[src/rtl/wrr_pkg.sv]
// Shared definitions for the weighted round-robin arbiter: FSM encoding,
// grant id width and the per-channel weight slice position.
package wrr_pkg;

  typedef enum logic {
    IDLE  = 1'b0,
    SERVE = 1'b1
  } state_e;

  function automatic int id_width(input int num_ch);
    return (num_ch > 1) ? $clog2(num_ch) : 1;
  endfunction

  function automatic int weight_lsb(input int ch, input int weight_w);
    return ch * weight_w;
  endfunction

endpackage

[src/rtl/wrr_arbiter_if.sv]
// Arbiter-facing bundle: per-channel weights and FIFO flags in, read strobes
// and grant status out. The arbiter uses the slave modport.
interface wrr_arbiter_if #(
  parameter int NUM_CH   = 4,
  parameter int WEIGHT_W = 3
);
  localparam int ID_W = wrr_pkg::id_width(NUM_CH);

  logic [NUM_CH*WEIGHT_W-1:0] weight;
  logic [NUM_CH-1:0]          empty;
  logic                       ready;
  logic [NUM_CH-1:0]          pop;
  logic [ID_W-1:0]            grant_id;
  logic                       grant_valid;

  modport master (
    output weight, empty, ready,
    input  pop, grant_id, grant_valid
  );

  modport slave (
    input  weight, empty, ready,
    output pop, grant_id, grant_valid
  );
endinterface

[src/rtl/wrr_arbiter_rr_pick.sv]
// Cyclic priority encoder: first eligible channel at or after start,
// wrapping from NUM_CH-1 back to 0.
module rr_pick #(
  parameter int NUM_CH = 4,
  parameter int ID_W   = 2
) (
  input  logic [NUM_CH-1:0] eligible,
  input  logic [ID_W-1:0]   start,
  output logic              found,
  output logic [ID_W-1:0]   idx
);

  // Scan farthest offset first so the closest eligible channel wins.
  always_comb begin
    int c;
    c     = 0;
    found = 1'b0;
    idx   = '0;
    for (int k = NUM_CH - 1; k >= 0; k--) begin
      c = int'(start) + k;
      if (c >= NUM_CH) c = c - NUM_CH;
      if (eligible[c]) begin
        found = 1'b1;
        idx   = ID_W'(c);
      end
    end
  end

endmodule

[src/rtl/wrr_arbiter.sv]
// Weighted round-robin arbiter draining NUM_CH FIFOs into one downstream port;
// each turn pops up to the channel's weight, with no bubble between turns.
module wrr_arbiter
  import wrr_pkg::*;
#(
  parameter int NUM_CH   = 4,
  parameter int WEIGHT_W = 3
) (
  input  logic         clk,
  input  logic         reset,
  wrr_arbiter_if.slave bus
);

  localparam int ID_W = id_width(NUM_CH);

  state_e              state_q, state_d;
  logic [ID_W-1:0]     ptr_q, ptr_d;
  logic [ID_W-1:0]     grant_id_q, grant_id_d;
  logic [WEIGHT_W-1:0] credit_q, credit_d;

  logic [NUM_CH-1:0]   eligible;
  logic [NUM_CH-1:0]   pop_d;
  logic [ID_W-1:0]     pick_start;
  logic [ID_W-1:0]     next_ptr;
  logic                pick_found;
  logic [ID_W-1:0]     pick_idx;
  logic [WEIGHT_W-1:0] pick_weight;
  logic                turn_end;

  always_comb begin
    eligible = '0;
    for (int i = 0; i < NUM_CH; i++) begin
      eligible[i] = !bus.empty[i] && (bus.weight[weight_lsb(i, WEIGHT_W) +: WEIGHT_W] != '0);
    end
  end

  assign next_ptr    = (grant_id_q == ID_W'(NUM_CH - 1)) ? '0 : grant_id_q + 1'b1;
  assign pick_start  = (state_q == SERVE) ? next_ptr : ptr_q;
  assign pick_weight = bus.weight[weight_lsb(int'(pick_idx), WEIGHT_W) +: WEIGHT_W];

  rr_pick #(
    .NUM_CH (NUM_CH),
    .ID_W   (ID_W)
  ) u_pick (
    .eligible (eligible),
    .start    (pick_start),
    .found    (pick_found),
    .idx      (pick_idx)
  );

  always_comb begin
    state_d    = state_q;
    ptr_d      = ptr_q;
    grant_id_d = grant_id_q;
    credit_d   = credit_q;
    pop_d      = '0;
    turn_end   = 1'b0;
    case (state_q)
      IDLE: begin
        if (pick_found) begin
          state_d    = SERVE;
          grant_id_d = pick_idx;
          credit_d   = pick_weight;
        end
      end
      SERVE: begin
        // An empty granted FIFO forfeits the rest of its quantum without popping.
        if (bus.empty[grant_id_q]) begin
          turn_end = 1'b1;
        end else if (bus.ready) begin
          pop_d[grant_id_q] = !reset;
          credit_d          = credit_q - 1'b1;
          turn_end          = (credit_q == WEIGHT_W'(1));
        end
        if (turn_end) begin
          ptr_d = next_ptr;
          if (pick_found) begin
            grant_id_d = pick_idx;
            credit_d   = pick_weight;
          end else begin
            state_d = IDLE;
          end
        end
      end
      default: state_d = IDLE;
    endcase
  end

  always_ff @(posedge clk) begin
    if (reset) begin
      state_q    <= IDLE;
      ptr_q      <= '0;
      grant_id_q <= '0;
      credit_q   <= '0;
    end else begin
      state_q    <= state_d;
      ptr_q      <= ptr_d;
      grant_id_q <= grant_id_d;
      credit_q   <= credit_d;
    end
  end

  assign bus.pop         = pop_d;
  assign bus.grant_id    = grant_id_q;
  assign bus.grant_valid = (state_q == SERVE);

endmodule

[src/flat_wrapper.sv]
// flat-port wrapper written by rule: the top's interface ports become plain ports
module wrr_arbiter_flat import wrr_pkg::*;
#(
  parameter int NUM_CH   = 4,
  parameter int WEIGHT_W = 3
)
  (clk, reset, bus_weight, bus_empty, bus_ready, bus_pop, bus_grant_id, bus_grant_valid);
  wrr_arbiter_if #(.NUM_CH(NUM_CH), .WEIGHT_W(WEIGHT_W)) bus_i ();
  input  logic clk;
  input  logic reset;
  input wire logic [$bits(bus_i.weight)-1:0] bus_weight;
  input wire logic [$bits(bus_i.empty)-1:0] bus_empty;
  input wire logic [$bits(bus_i.ready)-1:0] bus_ready;
  output wire logic [$bits(bus_i.pop)-1:0] bus_pop;
  output wire logic [$bits(bus_i.grant_id)-1:0] bus_grant_id;
  output wire logic [$bits(bus_i.grant_valid)-1:0] bus_grant_valid;
  assign bus_i.weight = bus_weight;
  assign bus_i.empty = bus_empty;
  assign bus_i.ready = bus_ready;
  assign bus_pop = bus_i.pop;
  assign bus_grant_id = bus_i.grant_id;
  assign bus_grant_valid = bus_i.grant_valid;
  wrr_arbiter #(.NUM_CH(NUM_CH), .WEIGHT_W(WEIGHT_W)) u_core (.clk(clk), .reset(reset), .bus(bus_i));
endmodule
[config.mk]
export PLATFORM = sky130hd
export DESIGN_NAME = wrr_arbiter_flat
export DESIGN_NICKNAME = d
export VERILOG_FILES = /design/src/rtl/wrr_pkg.sv /design/src/rtl/wrr_arbiter_if.sv /design/src/rtl/wrr_arbiter_rr_pick.sv /design/src/rtl/wrr_arbiter.sv /design/src/flat_wrapper.sv
export SDC_FILE = /design/constraint.sdc
export NUM_CORES = 1
export LEC_CHECK = 0
export CORE_ASPECT_RATIO = 0.8
export CORE_MARGIN = 2
export CORE_UTILIZATION = 25
export CTS_CLUSTER_DIAMETER = 150
export CTS_CLUSTER_SIZE = 28
export DETAILED_ROUTE_END_ITERATION = 16
export GPL_TIMING_DRIVEN = 0
export MAX_ROUTING_LAYER = met4
export PLACE_DENSITY_LB_ADDON = 0.1
export SLEW_MARGIN = 20
export SYNTH_ARGS = -nofsm -noshare
export SYNTH_HDL_FRONTEND = slang
export SYNTH_SLANG_ARGS = --single-unit
[constraint.sdc]
create_clock -name clk -period 2.8 [get_ports clk]
set_input_delay 0.56 -clock clk [delete_from_list [all_inputs] [get_ports clk]]
set_output_delay 0.56 -clock clk [all_outputs]
set_load 0.02 [all_outputs]
==> qor.yml <==
cells_and_area:
  final_util_pct: 37.7
  final_cell_area_mm2: 0.00118
  multi_input_area_um2: 639
  n_antenna_cell: 0
  layout_commonest_cell: "clkdlybuf4s50_1"
  most-common-layout-cells: "19 x clkdlybuf4s50_1, 11 x nor2_1, 8 x dfxtp_1"
  fill_cells: 324
  drive_gt1_share_pct: 23.1
  nets: 144
  seqCellArea_um2: 160
  area_growth_pct: 42.2
  fin_cells: 157
clock_network:
  cts-root-buf: "clkbuf_8"
  cts_num_sinks: 8
  clk_latency_ps: 220
  h-tree-depth: 1
  ctsHoldBuffers: 0
  clk_pin_slew_ps: 40
  cts_tree: "built"
  cts_max_path_buffers: 2
  cts_buffers: 3
  post_cts_buffers: 0
synth:
  async_flop_share_pct: 0
  synth_cells: 90
  yosysUniqueCellTypes: 38
  synth_edf_count: 0
  synth_area_um2: 830
  ys_seq_elements: 8
  syn_nets: 115
  synth_seq_area_share_pct: 19.3
  yosysWarnings: 0
  synth_flop_cell: "dfxtp_1"
  synth.avg_cell_area_um2: 9.22
power:
  p_total_w: 0.000532
  internal-power_w: 0.000347
  p_leak_nw: 0.462
  swShare_pct: 34.7
  power_frac_seq_pct: 28.4
  pwr-share-comb_pct: 46.0
  ir_drop_uv: 130
  clkPwrFrac_pct: 25.6
  power.switching_w: 0.000185
  power_density_mw_per_mm2: 451
timing:
  worstMarginPinSlew_ps: 675
  max_slew_margin_pct: 54.7
  setup_ws_ps: 110
  slew_viol_final: 0
  fin_crit_ps: 2690
  setup_viol: 0
  finalCritPeriodShare_pct: 96.1
  finalHoldViolCount: 0
  fmax_ghz: 0.372
  finClkSkew_ps: 0.266
  rsz0062_at_grt: "false"
worst_setup_path:
  cp.required_ps: 2240
  cp_max_fo: 4
  slowest_stage: "mux4_2"
  cp-end-kind: "output port"
  path_buf_inv: 2
  cp_data_arrival_time_ps: 2130
  cp_cell_sequence: "clkdlybuf4s50_1, mux4_2, nor3_4, and2_1, clkdlybuf4s15_2"
  critPathLaunchType: "input pin"
  max_stage_delay_ps: 540
  path_class: "in -> out"
  crit_family: "buffers and inverters"
job:
  drv_cap: 0
global_route:
  track_usage_pct: 12.6
  antenna_found_initial: 0
  grt_pass1_wl_mm: 3.57
  grt_max_degree: 11
  grt_pass1_vias: 762
  grt_overflow_total: 0
route:
  viasPerCell: 4.97
  wl_mm: 2.04
  dr_total_vias: 781
  wl_per_cell_um: 13.0
  dr.pass1.iters: 4
  detail-route-antenna-nets: 0
  post-route-drc-count: 0
  first_iter_violations: 28
placement:
  place_area_mm2: 0.00112
  place_inst: 154
  port_buffers: 24
  hpwlAfterDp_mm: 1.74
  gp_congestion: 0.740
  place_ws_ps: -457
floorplanning:
  ioPinCount: 26
  die_area_mm2: 0.00380
  coreArea_mm2: 0.00313
  start_util_pct: 26.5
  rows: 18
  die_h_um: 55.5
  die_x_um: 68.4
status:
  status: "completed"
hold_path:
  hold_path.class: "in -> reg"
metal layers:
layer | vias to the layer above | track usage [%] | part of all wire (%)
met5 | - | - | 0
met4 | 0 | 5.14 | 1.1
met3 | 2 | 1.02 | 6.0
met2 | 30 | 17.2 | 42
met1 | 361 | 18.9 | 51
li1 | 388 | - | -
path summary, 6_finish.rpt:
| path | slack (ps) | start | depth (start not counted) | to |
|---|---|---|---|---|
| setup / recovery | 110 | bus_empty[2] | 5 | bus_pop[3] |
| hold / removal | 550 | reset | 2 | u_core.bus.grant_valid |
| hold reg to reg | 560 | u_core.ptr_q[0] | 2 | u_core.ptr_q[0] |
| setup reg to reg | 280 | u_core.bus.grant_id[0] | 7 | u_core.credit_q[2] |
logic make-up after synthesis:
group,synth area share [%]
and+or+nand+nor,18.3
AOI/OAI and AO/OA,28.7
muxes,17.6
DFF,19.3
buffers and inverters,4.98
adders and majority gates,9.05
xor gates and xnor gates,2.11
cells in the mapped netlist, drive strengths merged, types with 3 or more instances:
library cell | instances | area (µm²)
a22oi | 3 | 22.5
nand2 | 5 | 18.8
inv | 5 | 18.8
o21ai | 4 | 23.8
mux2i | 6 | 63.8
a221oi | 3 | 50.1
dfxtp | 8 | 160
ha | 6 | 75.1
a21oi | 3 | 15.0
and2 | 5 | 31.3
nor2 | 12 | 47.6
mux4 | 3 | 67.6
nor3 | 6 | 35.0
timing repair:
item	4_1_cts	5_1_grt
pin swaps	0	1
resized for setup	14	1
endpoints found under the setup margin	4	4
flip-flops by register name, summed over array words and instances, names as in the netlist:
signal and flops:
u_core.bus.grant_id 2, u_core.bus.grant_valid 1, u_core.credit_q 3, u_core.ptr_q 2
cell type report:
type                            count  share of cell area, %
Multi-Input combinational cell     75                   54.2
Timing Repair Buffer               24                   21.0
Sequential cell                     8                   13.6
Tap cell                           40                   4.24
Clock buffer                        3                   3.50
Buffer                              2                   1.91
Inverter                            5                   1.59
power groups by stage:
stage	logic (W)	registers [W]	clock network [W]
after floorplan	0.000167	0.000153	0
after global routing	0.000272	0.000155	0.000150
after detailed placement	0.000243	0.000153	0
after global placement	0.000242	0.000152	0
final	0.000245	0.000151	0.000136
after CTS	0.000247	0.000151	0.000142
per-stage QoR:
| step | TNS [ps] | hold WS [ps] |
|---|---|---|
| 6_report | 0 | 554 |
| 4_1_cts | 0 | 549 |
| 3_3_place_gp | -1710 | 522 |
| 5_1_grt | 0 | 558 |
| 3_5_place_dp | -1800 | 544 |
| 2_1_floorplan | 0 | 501 |
(Power assumes the default switching activity.)
